===== config.mk =====
export PLATFORM = sky130hd
export DESIGN_NAME = izh_spike_monitor
export DESIGN_NICKNAME = d
export VERILOG_FILES = /design/src/rtl/izh_mon_pkg.sv /design/src/rtl/izh_isi_fifo.sv /design/src/rtl/izh_spike_monitor.sv
export SDC_FILE = /design/constraint.sdc
export NUM_CORES = 1
export LEC_CHECK = 0
export ABC_AREA = 1
export BUFFER_PORTS_ARGS = -buffer_cell sky130_fd_sc_hd__buf_2
export CAP_MARGIN = 20
export CORE_UTILIZATION = 40
export DETAILED_ROUTE_END_ITERATION = 10
export GPL_ROUTABILITY_DRIVEN = 1
export PLACE_DENSITY_LB_ADDON = 0.3
export SLEW_MARGIN = 20
export SYNTH_ARGS = -nofsm -noshare
export SYNTH_HDL_FRONTEND = slang
export SYNTH_SLANG_ARGS = --single-unit

===== constraint.sdc =====
create_clock -name clk -period 2.5 [get_ports clk]
set_input_delay 0.375 -clock clk [delete_from_list [all_inputs] [get_ports clk]]
set_output_delay 0.375 -clock clk [all_outputs]
set_load 0.02 [all_outputs]

===== src/rtl/izh_mon_pkg.sv =====
`default_nettype none
// ============================================================================
//  Module   : izh_mon_pkg
//  Brief    : Shared types, default constants and helpers for the Izhikevich
//             spike monitor (detector state, threshold defaults, saturating
//             increment).
//  Revision : 1.0 - initial release
// ============================================================================
package izh_mon_pkg;

    // Spike detector states: waiting for a threshold crossing, or waiting
    // for the membrane voltage to fall back below the re-arm level.
    typedef enum logic [0:0] {
        ARMED   = 1'b0,
        REFRACT = 1'b1
    } det_state_t;

    localparam logic signed [7:0] C_THRESH_DEFAULT  = 8'sd19;
    localparam logic signed [7:0] C_REARM_DEFAULT   = 8'sd0;
    localparam int                C_TS_W_DEFAULT    = 16;
    localparam int                C_DEPTH_DEFAULT   = 8;
    localparam int                C_WIN_CYC_DEFAULT = 1024;

    // Increment that sticks at the all-ones value of a 'width'-bit field.
    // Operates on a 32-bit container; callers keep the low 'width' bits.
    function automatic logic [31:0] sat_inc(input logic [31:0] val,
                                            input int unsigned width);
        logic [31:0] max_val;
        max_val = (width >= 32) ? 32'hFFFF_FFFF : ((32'd1 << width) - 32'd1);
        return (val >= max_val) ? max_val : (val + 32'd1);
    endfunction

endpackage
`default_nettype wire


===== src/rtl/izh_isi_fifo.sv =====
`default_nettype none
// ============================================================================
//  Module   : izh_isi_fifo
//  Brief    : Synchronous first-word-fall-through FIFO holding inter-spike
//             intervals. A push on a full FIFO is accepted only when a pop
//             happens on the same edge.
//  Revision : 1.0 - initial release
// ============================================================================
module izh_isi_fifo
    import izh_mon_pkg::*;
#(
    parameter int DATA_W = C_TS_W_DEFAULT,
    parameter int DEPTH  = C_DEPTH_DEFAULT
) (
    input  logic              clk,
    input  logic              rst_n,
    input  logic              push,
    input  logic [DATA_W-1:0] push_data,
    input  logic              pop,
    output logic              full,
    output logic              empty,
    output logic [DATA_W-1:0] head_data
);

    localparam int             C_AW      = $clog2(DEPTH);
    localparam logic [C_AW:0]  C_PTR_ONE = (C_AW + 1)'(1);

    logic [DATA_W-1:0] r_mem [DEPTH];
    logic [C_AW:0]     r_wr_ptr;
    logic [C_AW:0]     r_rd_ptr;
    logic              w_do_pop;
    logic              w_do_push;

    // Extra pointer MSB distinguishes full from empty when the indices match.
    assign empty     = (r_wr_ptr == r_rd_ptr);
    assign full      = (r_wr_ptr[C_AW] != r_rd_ptr[C_AW]) &&
                       (r_wr_ptr[C_AW-1:0] == r_rd_ptr[C_AW-1:0]);
    assign w_do_pop  = pop && !empty;
    assign w_do_push = push && (!full || w_do_pop);
    assign head_data = r_mem[r_rd_ptr[C_AW-1:0]];

    // Pointer update; a full FIFO with a pop frees the slot being written.
    always_ff @(posedge clk or negedge rst_n) begin
        if (!rst_n) begin
            r_wr_ptr <= '0;
            r_rd_ptr <= '0;
        end else begin
            if (w_do_push) begin
                r_wr_ptr <= r_wr_ptr + C_PTR_ONE;
            end
            if (w_do_pop) begin
                r_rd_ptr <= r_rd_ptr + C_PTR_ONE;
            end
        end
    end

    // Storage; cleared on reset so the head reads zero after reset.
    always_ff @(posedge clk or negedge rst_n) begin
        if (!rst_n) begin
            for (int i = 0; i < DEPTH; i++) begin
                r_mem[i] <= '0;
            end
        end else if (w_do_push) begin
            r_mem[r_wr_ptr[C_AW-1:0]] <= push_data;
        end
    end

endmodule
`default_nettype wire


===== src/rtl/izh_spike_monitor.sv =====
`default_nettype none
// ============================================================================
//  Module   : izh_spike_monitor
//  Brief    : Spike detector with hysteresis re-arm for the Izhikevich neuron
//             core. Measures inter-spike intervals into a FWFT FIFO, keeps a
//             saturating spike count and a sticky overflow flag.
//             Optional windowed firing rate: define SPIKE_RATE_EN.
//  Revision : 1.0 - initial release
// ============================================================================
module izh_spike_monitor
    import izh_mon_pkg::*;
#(
    parameter logic signed [7:0] THRESH  = C_THRESH_DEFAULT,
    parameter logic signed [7:0] REARM   = C_REARM_DEFAULT,
    parameter int                TS_W    = C_TS_W_DEFAULT,   // 1..31
    parameter int                DEPTH   = C_DEPTH_DEFAULT,
    parameter int                WIN_CYC = C_WIN_CYC_DEFAULT
) (
    input  logic            clk,
    input  logic            rst_n,
    input  logic            ena,
    input  logic [7:0]      v_in,
    output logic            spike_o,
    output logic [15:0]     spike_cnt,
    output logic            isi_valid,
    output logic [TS_W-1:0] isi_data,
    input  logic            isi_ready,
    output logic            ovf,
    input  logic            ovf_clr,
    output logic [7:0]      rate_o,
    output logic            rate_stb
);

    det_state_t      r_state;
    logic            r_spike;
    logic [15:0]     r_spike_cnt;
    logic [TS_W-1:0] r_isi_cnt;
    logic            r_ovf;

    logic            w_above;
    logic            w_below;
    logic            w_spike;
    logic            w_fifo_full;
    logic            w_fifo_empty;
    logic            w_pop;
    logic            w_ovf_evt;
    logic [31:0]     w_isi_inc32;
    logic [31:0]     w_cnt_inc32;
    logic [TS_W-1:0] w_isi_inc;
    logic [15:0]     w_cnt_inc;
    logic            w_unused_hi;

    assign w_above = ($signed(v_in) > THRESH);
    assign w_below = ($signed(v_in) < REARM);
    assign w_spike = ena && (r_state == ARMED) && w_above;

    assign w_isi_inc32 = sat_inc(32'(r_isi_cnt), TS_W);
    assign w_cnt_inc32 = sat_inc(32'(r_spike_cnt), 16);
    assign w_isi_inc   = w_isi_inc32[TS_W-1:0];
    assign w_cnt_inc   = w_cnt_inc32[15:0];
    assign w_unused_hi = ^{w_isi_inc32[31:TS_W], w_cnt_inc32[31:16]};

    assign w_pop     = isi_valid && isi_ready;
    assign w_ovf_evt = w_spike && w_fifo_full && !w_pop;

    assign spike_o   = r_spike;
    assign spike_cnt = r_spike_cnt;
    assign isi_valid = !w_fifo_empty;
    assign ovf       = r_ovf;

    // Detector FSM with registered one-cycle spike pulse.
    always_ff @(posedge clk or negedge rst_n) begin
        if (!rst_n) begin
            r_state <= ARMED;
            r_spike <= 1'b0;
        end else begin
            r_spike <= 1'b0;
            if (ena) begin
                case (r_state)
                    ARMED: begin
                        if (w_above) begin
                            r_state <= REFRACT;
                            r_spike <= 1'b1;
                        end
                    end
                    REFRACT: begin
                        if (w_below) begin
                            r_state <= ARMED;
                        end
                    end
                    default: r_state <= ARMED;
                endcase
            end
        end
    end

    // Interval counter: counts enabled cycles, restarts after each spike.
    always_ff @(posedge clk or negedge rst_n) begin
        if (!rst_n) begin
            r_isi_cnt <= '0;
        end else if (ena) begin
            r_isi_cnt <= w_spike ? '0 : w_isi_inc;
        end
    end

    // Total spike count, saturating.
    always_ff @(posedge clk or negedge rst_n) begin
        if (!rst_n) begin
            r_spike_cnt <= '0;
        end else if (w_spike) begin
            r_spike_cnt <= w_cnt_inc;
        end
    end

    // Sticky overflow; a new drop outranks a clear on the same edge.
    always_ff @(posedge clk or negedge rst_n) begin
        if (!rst_n) begin
            r_ovf <= 1'b0;
        end else if (w_ovf_evt) begin
            r_ovf <= 1'b1;
        end else if (ovf_clr) begin
            r_ovf <= 1'b0;
        end
    end

    // The pushed interval includes the spike cycle itself.
    izh_isi_fifo #(
        .DATA_W (TS_W),
        .DEPTH  (DEPTH)
    ) u_isi_fifo (
        .clk       (clk),
        .rst_n     (rst_n),
        .push      (w_spike),
        .push_data (w_isi_inc),
        .pop       (w_pop),
        .full      (w_fifo_full),
        .empty     (w_fifo_empty),
        .head_data (isi_data)
    );

`ifdef SPIKE_RATE_EN
    localparam int                 C_WIN_W    = (WIN_CYC > 1) ? $clog2(WIN_CYC) : 1;
    localparam logic [C_WIN_W-1:0] C_WIN_LAST = C_WIN_W'(WIN_CYC - 1);
    localparam logic [C_WIN_W-1:0] C_WIN_ONE  = C_WIN_W'(1);

    logic [C_WIN_W-1:0] r_win_cnt;
    logic [7:0]         r_acc;
    logic [7:0]         r_rate;
    logic               r_rate_stb;
    logic [31:0]        w_acc_inc32;
    logic [7:0]         w_acc_next;
    logic               w_unused_acc_hi;

    assign w_acc_inc32     = sat_inc(32'(r_acc), 8);
    assign w_acc_next      = w_spike ? w_acc_inc32[7:0] : r_acc;
    assign w_unused_acc_hi = ^w_acc_inc32[31:8];
    assign rate_o          = r_rate;
    assign rate_stb        = r_rate_stb;

    // Window of WIN_CYC enabled cycles; a spike on the last cycle is counted.
    always_ff @(posedge clk or negedge rst_n) begin
        if (!rst_n) begin
            r_win_cnt  <= '0;
            r_acc      <= '0;
            r_rate     <= '0;
            r_rate_stb <= 1'b0;
        end else begin
            r_rate_stb <= 1'b0;
            if (ena) begin
                if (r_win_cnt == C_WIN_LAST) begin
                    r_win_cnt  <= '0;
                    r_acc      <= '0;
                    r_rate     <= w_acc_next;
                    r_rate_stb <= 1'b1;
                end else begin
                    r_win_cnt <= r_win_cnt + C_WIN_ONE;
                    r_acc     <= w_acc_next;
                end
            end
        end
    end
`else
    logic w_unused_win_cfg;

    assign w_unused_win_cfg = (WIN_CYC > 0);
    assign rate_o           = '0;
    assign rate_stb         = 1'b0;
`endif

endmodule
`default_nettype wire


==> qor.csv <==
stage;metric;value;unit
synth;synth unique cells;33;
power_and_ir_drop;Leak;5.22;nW
power_and_ir_drop;pwr/cell area;1040;nW/µm²
floorplanning;core area;21800;µm²
layout;nets;1222;
cts;CTS H-Tree Depth;4;
placed_design;Placed Cells;1465;
synth;top cell type's share of synthesized area;48.1;%
layout;most frequent cells in the layout;nand2_1, dfrtp_1, nor2_1;
setup_path;CP required;2120;ps
timing;RSZ-0062 raised after global routing;no;
layout;fillers;2146;
layout;synthesis-to-finish area growth;12.3;%
routing;post-DR wirelength/cell;15.5;µm
power_and_ir_drop;Flop pwr share;35.0;%
floorplanning;die area;22800;µm²
timing;Worst Tran Pin Value;669;ps
routing;DRC;0;
timing;final setup TNS;0;ps
grt;pin count of the biggest net entering global routing;69;
synth;sequential area share after synthesis;48.1;%
floorplanning;I/O Pins;57;
layout;post-route cell area;9980;µm²
routing;antenna-violating nets left;0;
grt;first-pass GRT wire length;38.7;mm
placed_design;Post-DP Area;9310;µm²
cts;CTS tree;done;
timing;Final Hold Fails;0;
synth;Post-synth EDFFs;0;
placed_design;Setup WS pre-CTS;299;ps
routing;drt pass-1 iters;5;
grt;antenna violations before repair;0;
layout;share of cells above drive strength 1;11.2;%
timing;endpoints failing setup;0;
placed_design;RD Place Congestion;0.846;
power_and_ir_drop;Comb pwr share;37.0;%
layout;commonest non-fill, non-tap cell in the layout;nand2_1;
synth;synth top area cells;dfrtp_1, nand2_1, o21ai_0;
floorplanning;die span in x;151;µm
setup_path;CP Data Arrival Time;1990;ps
floorplanning;row count;54;
timing;fin crit share;94.4;%
synth;Synth Area per Inst;7.59;µm²
timing;fmax;424;MHz
synth;asr flop ratio synth;100;%
setup_path;CP startpoint kind;flip-flop;
setup_path;CP dominant cell by count;nand2_1;
routing;drt total wl;23.2;mm
cts;clk_lat worst skew;420;ps
cts;clk buf depth;2;
grt;GRT Overall Usage;22.0;%
timing;Hold Slack;142;ps
setup_path;crit path from;u_isi_fifo.r_rd_ptr[1];
power_and_ir_drop;maximum vdd ir drop;0.470;mV
layout;Antenna Cells;0;
synth;Synth Flop Type;dfrtp_1;
cts;Clk Tree Root Cell;clkbuf_16;
layout;Final Non-Filler Cells;1498;
setup_path;CP peak stage delay;390;ps
grt;grt total ovfl;0;
floorplanning;die height;151;µm
routing;vias per inst;5.09;
synth;synth warn;0;
power_and_ir_drop;Switching Share;39.1;%
grt;vias in the first global route;7390;
routing;via count;7625;
synth;post-synthesis cell count;1171;
placed_design;hpwl dp;14.8;mm
timing;fin crit period;2360;ps
power_and_ir_drop;Net Sw Power;0.00407;W
hold_path;Hold Crit Class;input port to flip-flop;
power_and_ir_drop;Clk pwr share;28.0;%
setup_path;slowest stage cell, crit path;dfrtp_1;
setup_path;reg2reg start;r_isi_cnt[0];
setup_path;crit-path cells;inv_2 -> buf_4 -> o21ai_0 -> o22ai_1 -> nand2_1 -> nand2_1 -> buf_2;
synth;Synth area leader;dfrtp_1;
timing;setup slack after layout;139;ps
setup_path;Worst Setup End Kind;primary output;
outcome;outcome;finished clean;
timing;relative slew slack;55.4;%
cts;Clk pin slew, worst setup/hold paths;60;ps
cts;Num Clock Sinks;171;
power_and_ir_drop;Pint;0.00635;W
routing;Initial DRC Count;551;
setup_path;Worst Setup Path Type;flip-flop to primary output;
hold_path;hold path startpoint;ovf_clr;
timing;Final Skew;8.95;ps
cts;CTS Buf Count;17;
synth;synthesized flop and latch total;171;
placed_design;I/O Buffers;45;
timing;Slew Viols, Final;0;
setup_path;crit path max fanout;19;
floorplanning;Initial Util;40.8;%
job;max_cap viols;0;
synth;synthesized cell area;8890;µm²
==> logic make-up (layout without fill, tap and decap cells) <==
family                   Yosys count  in the layout  synth area share [%]
AO/OA/AOI/OAI                    152            152                  9.24
XOR/XNOR                          11             11                  1.08
adder cells (fa/ha/maj)            4              4                 0.563
buffers and inverters            117            156                  6.92
flip-flops                       171            171                  48.1
other                              1              9                0.0422
AND/OR/NAND/NOR                  715            715                  34.0
==> final timing paths <==
check	end	slack [ps]	cells past startpoint
max	isi_data[5]	140	7
min	ovf	140	2
max reg2reg	r_isi_cnt[12]	470	9
min reg2reg	u_isi_fifo.r_mem[45]	480	2
max in group asynchronous	r_isi_cnt[10]	1300	3
min in group asynchronous	spike_cnt[0]	450	2
==> power groups by stage <==
stage	Combinational [W]	Sequential, W	Clock [W]
2_1_floorplan	0.00270	0.00364	0
3_3_place_gp	0.00381	0.00366	0
3_5_place_dp	0.00385	0.00367	0
4_1_cts	0.00387	0.00363	0.00296
5_1_grt	0.00431	0.00371	0.00308
6_report	0.00386	0.00364	0.00292
==> through the flow <==
step | utilization (%) | total power, W
finish | 45.8 | 0.0104
global route | 45.8 | 0.0111
CTS | 45.7 | 0.0105
detailed placement | 42.7 | 0.00752
global placement | 42.7 | 0.00748
floorplan | - | 0.00634
==> flip-flops by register name, summed over array words and instances (netlist names) <==
signal and count:
u_isi_fifo.r_wr_ptr 4, ovf 1, spike_cnt 16, u_isi_fifo.r_mem 128
r_isi_cnt 16, r_state 1, spike_o 1, u_isi_fifo.r_rd_ptr 4
==> what timing repair did <==
| action | 4_1_cts | 5_1_grt |
|---|---|---|
| gates resized for setup | 0 | 3 |
| hold endpoints to repair | 45 | 0 |
| endpoints found under the setup margin | 0 | 7 |
| buffers inserted | 0 | 0 |
| hold buffers | 1 | 0 |
==> synth_stat cells (9+ instances only) <==
cell and instances:
nand2_1 527, dfrtp_1 171, nor2_1 109, o21ai_0 107, inv_1 53, o22ai_1 36
nand3_1 33, clkbuf_1 23, buf_6 14, buf_4 12, nand3_2 9, nand4_1 9
==> worst max-delay path: cells and delay by family (launching register included) <==
| kind | cells | cell delay [ps] |
|---|---|---|
| flops | 1 | 390 |
| simple gates | 2 | 160 |
| buf+inv | 3 | 720 |
| compound gates | 2 | 290 |
==> routing by layer <==
layer  wire [µm]  vias up  share of wire (%)  global-route usage [%]
met5           0        -                  0                       0
met4         348        0                1.5                    5.60
met3        1100       21                4.8                    3.70
met2       11100      185                 48                    36.9
met1       10700     3662                 46                    29.5
li1            -     3757                  -                       -
==> layout make-up <==
cell class	count	area, µm²	share of cell area (%)
flip-flops and latches	171	4280	42.9
multi-input cells	891	4030	40.4
clock buffers	23	498	4.99
inverters	57	216	2.17
well taps	280	350	3.51
repair buffers	67	453	4.54
clock inverters	9	158	1.58
(Power assumes the default switching activity.)
